**src/rtl/hazard_tracker_if.sv**
```systemverilog
// Decode-side hazard inputs plus the forwarding tags, stall/flush controls and counters.
// The master drives decode and branch state; the slave (hazard_tracker) returns the controls.
interface hazard_tracker_if #(
  parameter int REG_ADDR_W = 5,
  parameter int CNT_W      = 16
);
  logic                  Valid_ID;
  logic [REG_ADDR_W-1:0] Rs1_ID;
  logic [REG_ADDR_W-1:0] Rs2_ID;
  logic                  Uses_Rs1_ID;
  logic                  Uses_Rs2_ID;
  logic [REG_ADDR_W-1:0] Rd_ID;
  logic                  RegWrite_ID;
  logic                  MemRead_ID;
  logic                  Branch_Taken_EX;

  logic [REG_ADDR_W-1:0] Rd_ID_EX;
  logic [REG_ADDR_W-1:0] Rd_EX_MEM;
  logic [REG_ADDR_W-1:0] Rd_MEM_WB;
  logic                  RegWrite_EX_MEM;
  logic                  RegWrite_MEM_WB;
  logic                  Stall;
  logic                  Flush_IF_ID;
  logic                  Flush_ID_EX;
  logic [CNT_W-1:0]      Stall_Count;
  logic [CNT_W-1:0]      Flush_Count;

  modport master (
    output Valid_ID, Rs1_ID, Rs2_ID, Uses_Rs1_ID, Uses_Rs2_ID,
           Rd_ID, RegWrite_ID, MemRead_ID, Branch_Taken_EX,
    input  Rd_ID_EX, Rd_EX_MEM, Rd_MEM_WB, RegWrite_EX_MEM, RegWrite_MEM_WB,
           Stall, Flush_IF_ID, Flush_ID_EX, Stall_Count, Flush_Count
  );

  modport slave (
    input  Valid_ID, Rs1_ID, Rs2_ID, Uses_Rs1_ID, Uses_Rs2_ID,
           Rd_ID, RegWrite_ID, MemRead_ID, Branch_Taken_EX,
    output Rd_ID_EX, Rd_EX_MEM, Rd_MEM_WB, RegWrite_EX_MEM, RegWrite_MEM_WB,
           Stall, Flush_IF_ID, Flush_ID_EX, Stall_Count, Flush_Count
  );
endinterface

```
**src/rtl/hazard_tracker.sv**
```systemverilog
// Control-tag pipeline (ID/EX, EX/MEM, MEM/WB) with load-use stall and branch flush generation.
// Tags advance one stage per cycle; Stall/Flush are combinational; counters saturate.
module hazard_tracker #(
  parameter int REG_ADDR_W = 5,
  parameter int CNT_W      = 16
) (
  input  logic             clk,
  input  logic             rst_n,
  hazard_tracker_if.slave  bus
);

  typedef struct packed {
    logic [REG_ADDR_W-1:0] rd;
    logic                  reg_write;
    logic                  mem_read;
    logic                  valid;
  } tag_t;

  localparam tag_t BUBBLE = '0;

  tag_t             id_ex_q, id_ex_d;
  tag_t             ex_mem_q, ex_mem_d;
  tag_t             mem_wb_q, mem_wb_d;
  logic [CNT_W-1:0] stall_cnt_q, stall_cnt_d;
  logic [CNT_W-1:0] flush_cnt_q, flush_cnt_d;

  logic load_use;
  logic stall;
  logic flush_if_id;
  logic flush_id_ex;

  always_comb begin
    load_use    = 1'b0;
    stall       = 1'b0;
    flush_if_id = 1'b0;
    flush_id_ex = 1'b0;
    id_ex_d     = '{rd:        bus.Rd_ID,
                    reg_write: bus.RegWrite_ID & bus.Valid_ID,
                    mem_read:  bus.MemRead_ID & bus.Valid_ID,
                    valid:     bus.Valid_ID};
    ex_mem_d    = id_ex_q;
    mem_wb_d    = ex_mem_q;
    stall_cnt_d = stall_cnt_q;
    flush_cnt_d = flush_cnt_q;

    // x0 is never a real producer, so a load to x0 must not stall.
    load_use = bus.Valid_ID && id_ex_q.mem_read && id_ex_q.valid && (id_ex_q.rd != '0) &&
               ((bus.Uses_Rs1_ID && (bus.Rs1_ID == id_ex_q.rd)) ||
                (bus.Uses_Rs2_ID && (bus.Rs2_ID == id_ex_q.rd)));

    if (rst_n) begin
      if (bus.Branch_Taken_EX) begin
        flush_if_id = 1'b1;
        flush_id_ex = 1'b1;
        id_ex_d     = BUBBLE;
      end else if (load_use) begin
        stall       = 1'b1;
        flush_id_ex = 1'b1;
        id_ex_d     = BUBBLE;
      end

      if (stall && (stall_cnt_q != '1)) begin
        stall_cnt_d = stall_cnt_q + 1'b1;
      end
      if (bus.Branch_Taken_EX && (flush_cnt_q != '1)) begin
        flush_cnt_d = flush_cnt_q + 1'b1;
      end
    end
  end

  always_ff @(posedge clk) begin
    if (!rst_n) begin
      id_ex_q     <= BUBBLE;
      ex_mem_q    <= BUBBLE;
      mem_wb_q    <= BUBBLE;
      stall_cnt_q <= '0;
      flush_cnt_q <= '0;
    end else begin
      id_ex_q     <= id_ex_d;
      ex_mem_q    <= ex_mem_d;
      mem_wb_q    <= mem_wb_d;
      stall_cnt_q <= stall_cnt_d;
      flush_cnt_q <= flush_cnt_d;
    end
  end

  assign bus.Rd_ID_EX        = id_ex_q.rd;
  assign bus.Rd_EX_MEM       = ex_mem_q.rd;
  assign bus.RegWrite_EX_MEM = ex_mem_q.reg_write;
  assign bus.Rd_MEM_WB       = mem_wb_q.rd;
  assign bus.RegWrite_MEM_WB = mem_wb_q.reg_write;
  assign bus.Stall           = stall;
  assign bus.Flush_IF_ID     = flush_if_id;
  assign bus.Flush_ID_EX     = flush_id_ex;
  assign bus.Stall_Count     = stall_cnt_q;
  assign bus.Flush_Count     = flush_cnt_q;

endmodule

```
**src/flat_wrapper.sv**
```systemverilog
// flat-port wrapper written by rule: the top's interface ports become plain ports
module hazard_tracker_flat 
#(
  parameter int REG_ADDR_W = 5,
  parameter int CNT_W      = 16
)
  (clk, rst_n, bus_Valid_ID, bus_Rs1_ID, bus_Rs2_ID, bus_Uses_Rs1_ID, bus_Uses_Rs2_ID, bus_Rd_ID, bus_RegWrite_ID, bus_MemRead_ID, bus_Branch_Taken_EX, bus_Rd_ID_EX, bus_Rd_EX_MEM, bus_Rd_MEM_WB, bus_RegWrite_EX_MEM, bus_RegWrite_MEM_WB, bus_Stall, bus_Flush_IF_ID, bus_Flush_ID_EX, bus_Stall_Count, bus_Flush_Count);
  hazard_tracker_if #(.REG_ADDR_W(REG_ADDR_W), .CNT_W(CNT_W)) bus_i ();
  input  logic clk;
  input  logic rst_n;
  input wire logic [$bits(bus_i.Valid_ID)-1:0] bus_Valid_ID;
  input wire logic [$bits(bus_i.Rs1_ID)-1:0] bus_Rs1_ID;
  input wire logic [$bits(bus_i.Rs2_ID)-1:0] bus_Rs2_ID;
  input wire logic [$bits(bus_i.Uses_Rs1_ID)-1:0] bus_Uses_Rs1_ID;
  input wire logic [$bits(bus_i.Uses_Rs2_ID)-1:0] bus_Uses_Rs2_ID;
  input wire logic [$bits(bus_i.Rd_ID)-1:0] bus_Rd_ID;
  input wire logic [$bits(bus_i.RegWrite_ID)-1:0] bus_RegWrite_ID;
  input wire logic [$bits(bus_i.MemRead_ID)-1:0] bus_MemRead_ID;
  input wire logic [$bits(bus_i.Branch_Taken_EX)-1:0] bus_Branch_Taken_EX;
  output wire logic [$bits(bus_i.Rd_ID_EX)-1:0] bus_Rd_ID_EX;
  output wire logic [$bits(bus_i.Rd_EX_MEM)-1:0] bus_Rd_EX_MEM;
  output wire logic [$bits(bus_i.Rd_MEM_WB)-1:0] bus_Rd_MEM_WB;
  output wire logic [$bits(bus_i.RegWrite_EX_MEM)-1:0] bus_RegWrite_EX_MEM;
  output wire logic [$bits(bus_i.RegWrite_MEM_WB)-1:0] bus_RegWrite_MEM_WB;
  output wire logic [$bits(bus_i.Stall)-1:0] bus_Stall;
  output wire logic [$bits(bus_i.Flush_IF_ID)-1:0] bus_Flush_IF_ID;
  output wire logic [$bits(bus_i.Flush_ID_EX)-1:0] bus_Flush_ID_EX;
  output wire logic [$bits(bus_i.Stall_Count)-1:0] bus_Stall_Count;
  output wire logic [$bits(bus_i.Flush_Count)-1:0] bus_Flush_Count;
  assign bus_i.Valid_ID = bus_Valid_ID;
  assign bus_i.Rs1_ID = bus_Rs1_ID;
  assign bus_i.Rs2_ID = bus_Rs2_ID;
  assign bus_i.Uses_Rs1_ID = bus_Uses_Rs1_ID;
  assign bus_i.Uses_Rs2_ID = bus_Uses_Rs2_ID;
  assign bus_i.Rd_ID = bus_Rd_ID;
  assign bus_i.RegWrite_ID = bus_RegWrite_ID;
  assign bus_i.MemRead_ID = bus_MemRead_ID;
  assign bus_i.Branch_Taken_EX = bus_Branch_Taken_EX;
  assign bus_Rd_ID_EX = bus_i.Rd_ID_EX;
  assign bus_Rd_EX_MEM = bus_i.Rd_EX_MEM;
  assign bus_Rd_MEM_WB = bus_i.Rd_MEM_WB;
  assign bus_RegWrite_EX_MEM = bus_i.RegWrite_EX_MEM;
  assign bus_RegWrite_MEM_WB = bus_i.RegWrite_MEM_WB;
  assign bus_Stall = bus_i.Stall;
  assign bus_Flush_IF_ID = bus_i.Flush_IF_ID;
  assign bus_Flush_ID_EX = bus_i.Flush_ID_EX;
  assign bus_Stall_Count = bus_i.Stall_Count;
  assign bus_Flush_Count = bus_i.Flush_Count;
  hazard_tracker #(.REG_ADDR_W(REG_ADDR_W), .CNT_W(CNT_W)) u_core (.clk(clk), .rst_n(rst_n), .bus(bus_i));
endmodule
```
**config.mk**
```make
export PLATFORM = sky130hd
export DESIGN_NAME = hazard_tracker_flat
export DESIGN_NICKNAME = d
export VERILOG_FILES = /design/src/rtl/hazard_tracker_if.sv /design/src/rtl/hazard_tracker.sv /design/src/flat_wrapper.sv
export SDC_FILE = /design/constraint.sdc
export NUM_CORES = 1
export LEC_CHECK = 0
export BUFFER_PORTS_ARGS = -buffer_cell sky130_fd_sc_hd__buf_2
export CORE_ASPECT_RATIO = 2
export CORE_MARGIN = 1.5
export CORE_UTILIZATION = 54
export CTS_BUF_LIST = sky130_fd_sc_hd__clkbuf_8 sky130_fd_sc_hd__clkbuf_16
export DETAILED_ROUTE_END_ITERATION = 8
export HOLD_SLACK_MARGIN = 0.02
export PLACE_DENSITY = 0.88
export RECOVER_POWER = 50
export SETUP_SLACK_MARGIN = 0.4
export SYNTH_ARGS = -nofsm -noshare
export SYNTH_HDL_FRONTEND = slang
export SYNTH_SLANG_ARGS = --single-unit
```
**constraint.sdc**
```tcl
create_clock -name clk -period 2.7 [get_ports clk]
set_input_delay 0.27 -clock clk [delete_from_list [all_inputs] [get_ports clk]]
set_output_delay 0.27 -clock clk [all_outputs]
set_load 0.02 [all_outputs]
```
# Word-level counts from Yosys, hierarchy flattened
# Index checks and enable logic that the tools add are counted.
dict set report classes {
  add_sub_neg 2
  eq_ne 4
  n_mux 8
  bitwise_logic 3
  n_reduce_logical 11
}
# op count
set op_table {}
lappend op_table {{adder 16 x 1 -> 16 bit, second input constant} 2}
lappend op_table {{!= test 16 bit, second input constant} 2}
lappend op_table {{equality test 5 bit} 2}
lappend op_table {{logical AND 1 bit} 8}
lappend op_table {{two-way mux 1 bit} 8}
lappend op_table {{nonzero test 5 bit} 1}
lappend op_table {{OR reduction 3 bit} 1}
lappend op_table {{bitwise AND 1 bit} 2}
lappend op_table {{logical OR 1 bit} 1}
lappend op_table {{inverter 1 bit} 1}
dict set report totals {
  reg_bits 52
  in_bits 23
  output_inout_bits 52
}

# Logic depth before layout (Yosys ltp)
dict set report depth {
  word_depth 8
  depth_mapped 9
  ltp_nobuf 7
}

# Worst setup path before layout
# No wires, ideal clock.
dict set report synth_path {
  kind {flip-flop to flip-flop}
  startpoint {register u_core.stall_cnt_q[0], in the netlist u_core.bus.Stall_Count[0]}
  endpoint {register u_core.stall_cnt_q[0], in the netlist u_core.bus.Stall_Count[0]}
  setup_time_ns 0.128
  arrival_time_ns 1.849
  required_ns 2.572
  setup_slack_ns 0.723
  stages_incl_launch_ff 10
  path_buffers 2
  path_cell_list {dfxtp_1 ha_1 and4_1 nand2_1 o31a_1 o21ai_1 buf_2 buf_2 xor2_1 nor2_1}
}
dict set report synth_via {
  elab_chain_cells 2
}
# item line_no
set synth_rtl {}
lappend synth_rtl {{start: declaration} hazard_tracker.sv:24} ;# logic [CNT_W-1:0] stall_cnt_q, stall_cnt_d;
lappend synth_rtl {{start signal: assignment} hazard_tracker.sv:82} ;# stall_cnt_q <= stall_cnt_d;
lappend synth_rtl {{branches (longest 2 deep; another with adder 16 x 1 -> 16 bit)} --}
# Parallel ways; which one is timed is not known.
# A chain may end at the register's enable or synchronous reset.

# Final worst setup path
dict set report layout_path {
  startpoint {input port rst_n}
  endpoint {output port bus_Flush_ID_EX}
}
dict set report layout_via {
  elab_chain_cells 1
}
# item line_no
set layout_rtl {}
lappend layout_rtl {{start: declaration} flat_wrapper.sv:10} ;# input logic rst_n;
lappend layout_rtl {{two-way mux 1 bit} hazard_tracker.sv:51} ;# if (rst_n) begin
lappend layout_rtl {{end: declaration} flat_wrapper.sv:27} ;# output wire logic [$bits(bus_i.Flush_ID_EX)-1:0] bus_Flush_ID_EX;
# Every way passes these cells.

==> results.sh <==
export IMPL_cts_resized=0
export IMPL_ctsHoldBuffers=0
export IMPL_leakage_nw=1.03
export IMPL_ant_nets=0
export IMPL_path_cells="clkbuf_1 -> clkinv_1 -> buf_4 -> nor2_1 -> buf_2"
export IMPL_finalWirelength_um=4980
export IMPL_hold_viol=0
export IMPL_gr_usage_met1_pct=21.7
export IMPL_antenna_cells=0
export IMPL_ys_ff_latch=52
export IMPL_setup_viol=0
export IMPL_die_area_um2=4660
export IMPL_endpoint_kind="output pin"
export IMPL_core_area_um2=4090
export IMPL_place_gp_congestion=0.783
export IMPL_wl_per_cell_um=13.1
export IMPL_syn_area_um2=2290
export IMPL_arrival_ns=1.85
export IMPL_drt_iter0_markers=59
export IMPL_final_cells=380
export IMPL_min_period_over_period_pct=78.5
export IMPL_grt_ovfl_total=0
export IMPL_start_kind="primary input"
export IMPL_top_usage_layer="met2"
export IMPL_ys_seq_area_share_pct=45.5
export IMPL_grt_pass1_wl_um=8160
export IMPL_yosysWarnings=0
export IMPL_areaGrowthSynthToFinish_pct=19.0
export IMPL_final_common_cell="dfxtp_1"
export IMPL_status="finished, final reports clean"
export IMPL_tightestPinTransition_ns=1.05
export IMPL_synth_async_reset_ratio_pct=0
export IMPL_cts_buffer_depth=2
export IMPL_cts_sinks=52
export IMPL_critPathMaxStageDelay_ns=0.75
export IMPL_drc=0
export IMPL_required_ns=2.43
export IMPL_min_path_type="in2reg"
export IMPL_irDropWorstVdd_uv=469
export IMPL_yosys_area_top_type="dfxtp_1"
export IMPL_clk_pin_slew_ns=0.09
export IMPL_clock_latency_ns=0.29
export IMPL_fin_nets=352
export IMPL_synth_ff_type="dfxtp_1"
export IMPL_synthTopCellsByArea="dfxtp_1 46%, xnor2_1 5.7%, and2_1 5.2%"
export IMPL_synth_nets=280
export IMPL_track_usage_pct=22.4
export IMPL_grt_start_max_net_pins=29
export IMPL_die_y_um=95.0
export IMPL_place_area_um2=2680
export IMPL_dr_total_vias=2073
export IMPL_num_rows=33
export IMPL_p_sw_w=0.000306
export IMPL_io_buffers=74
export IMPL_fin_setup_tns_ns=0
export IMPL_htreeDepth=2
export IMPL_slew_headroom_pct=30.2
export IMPL_die_w_um=49.0
export IMPL_rsz0062_at_grt="false"
export IMPL_dp_cells=372
export IMPL_powerDensity_nw_per_um2=488
export IMPL_clockRootBuffer="clkbuf_8"
export IMPL_post_cts_setup_buffers=0
export IMPL_finish_utilization_pct=66.6
export IMPL_grt_antenna_before_repair=0
export IMPL_skew_ns=0.00431
export IMPL_final_cell_mix="52 x dfxtp_1, 41 x clkbuf_1, 33 x buf_2, 21 x nor2_1, 16 x nand2_1"
export IMPL_worst_path_max_delay_cell="clkbuf_1"
export IMPL_switching_share_pct=23.1
export IMPL_avgSynthCellArea_um2=8.97
export IMPL_synth_edf_count=0
export IMPL_initial_utilization_pct=56.0
export IMPL_final_layout_size_suffix_gt1_share_pct=14.3
export IMPL_grt_pass1_vias=1907
export IMPL_netlist_instances=255
export IMPL_drt_vias_per_instance=5.46
export IMPL_drv_cap=0
export IMPL_maxSlewViolCount=0
export IMPL_timing_fmax_mhz=472
export IMPL_global_route_usage_met3_pct=3.76
export IMPL_p_int_w=0.00102
export IMPL_numCtsBuffers=5
export IMPL_synth_cell_types=37
export IMPL_cts_tree="built"
export IMPL_clkPwrFrac_pct=33.5
export IMPL_dp_hpwl_um=3810
export IMPL_synth_top_area_share_pct=45.5
export IMPL_crit_type="in2out"
export IMPL_drt_pass1_iterations=4
export IMPL_postLayoutCellArea_um2=2720
export IMPL_io_pins=75
export IMPL_worstPathMaxFanout=28
export IMPL_fin_crit_ns=2.12
export IMPL_met2_usage_pct=45.3
export IMPL_power_frac_seq_pct=59.3
export IMPL_p_comb_share_pct=7.2
per-stage QoR:
step	hold slack [ns]	total power (W)	worst slack, ns
2_1_floorplan	0.392	0.000867	0.723
6_report	0.170	0.00133	0.580
3_3_place_gp	0.417	0.000903	0.766
4_1_cts	0.158	0.00135	0.685
5_1_grt	0.166	0.00138	0.394
3_5_place_dp	0.428	0.000905	0.758
final timing paths:
path / slack, ns / depth (start not counted) / from / to
max: 0.58 / 5 / rst_n / bus_Flush_ID_EX
min reg2reg: 0.45 / 1 / u_core.ex_mem_d[2]$_SDFF_PP0_ / u_core.bus.RegWrite_EX_MEM$_SDFF_PN0_
max reg2reg: 0.76 / 6 / u_core.bus.Rd_ID_EX[4]$_SDFF_PP0_ / u_core.bus.Stall_Count[11]$_SDFFE_PN0P_
min: 0.17 / 2 / bus_Rd_ID[3] / u_core.bus.Rd_ID_EX[3]$_SDFF_PP0_
power by group through the flow:
stage / Sequential, W / Clock [W] / Combinational, W
after floorplan: 0.000813 / 0 / 0.0000538
after global placement: 0.000806 / 0 / 0.0000967
after detailed placement: 0.000806 / 0 / 0.0000984
after CTS: 0.000788 / 0.000459 / 0.0000987
after global routing: 0.000791 / 0.000482 / 0.000105
final: 0.000788 / 0.000444 / 0.0000957
final cells by class:
| class | instances | area, µm² |
|---|---|---|
| Sequential cell | 52 | 1040 |
| Multi-Input combinational cell | 186 | 1160 |
| Timing Repair Buffer | 77 | 342 |
| Clock buffer | 6 | 82.6 |
| Tap cell | 52 | 65.1 |
| Fill cell | 369 | 1370 |
| Inverter | 5 | 18.8 |
| Clock inverter | 2 | 11.3 |
registers in the layout, indices dropped and copies added (netlist names):
name                        cells
u_core.bus.Flush_Count         16
u_core.bus.Stall_Count         16
u_core.bus.Rd_EX_MEM            5
u_core.bus.Rd_ID_EX             5
u_core.bus.Rd_MEM_WB            5
u_core.ex_mem_d                 3
u_core.bus.RegWrite_EX_MEM      1
u_core.bus.RegWrite_MEM_WB      1
cells by family (layout without fill, tap and decap cells):
kind of cell               count (synthesis)  count (layout)  synth area share [%]
and+or+nand+nor                          121             121                  29.5
DFF                                       52              52                  45.5
AOI/OAI and AO/OA                         37              37                  10.1
xor gates and xnor gates                  23              23                  8.81
buffers and inverters                     17              90                  3.72
muxes                                      3               3                  1.31
adders and majority gates                  2               2                  1.09
routing by layer:
| metal | up-vias | wire (µm) |
|---|---|---|
| met5 | - | 0 |
| met4 | 0 | 45 |
| met3 | 4 | 221 |
| met2 | 54 | 2910 |
| met1 | 980 | 1800 |
| li1 | 1035 | - |
cell usage after synthesis (all sizes together), types with 3 or more instances:
cell,n
dfxtp,52
nor2,21
and2,19
nand2,16
xnor2,15
nand3,14
a21oi,13
nand4,11
and3,10
o21ai,10
or3,8
xor2,8
buf,7
nor3,7
o31ai,6
clkbuf,5
nand2b,5
and4,4
inv,4
mux2i,3
or4,3
worst max-delay path, delay by kind of cell:
family                 cells  cell delay (ns)
AND/OR/NAND/NOR            1             0.13
buffers and inverters      4             1.43
(Power assumes the default switching activity.)
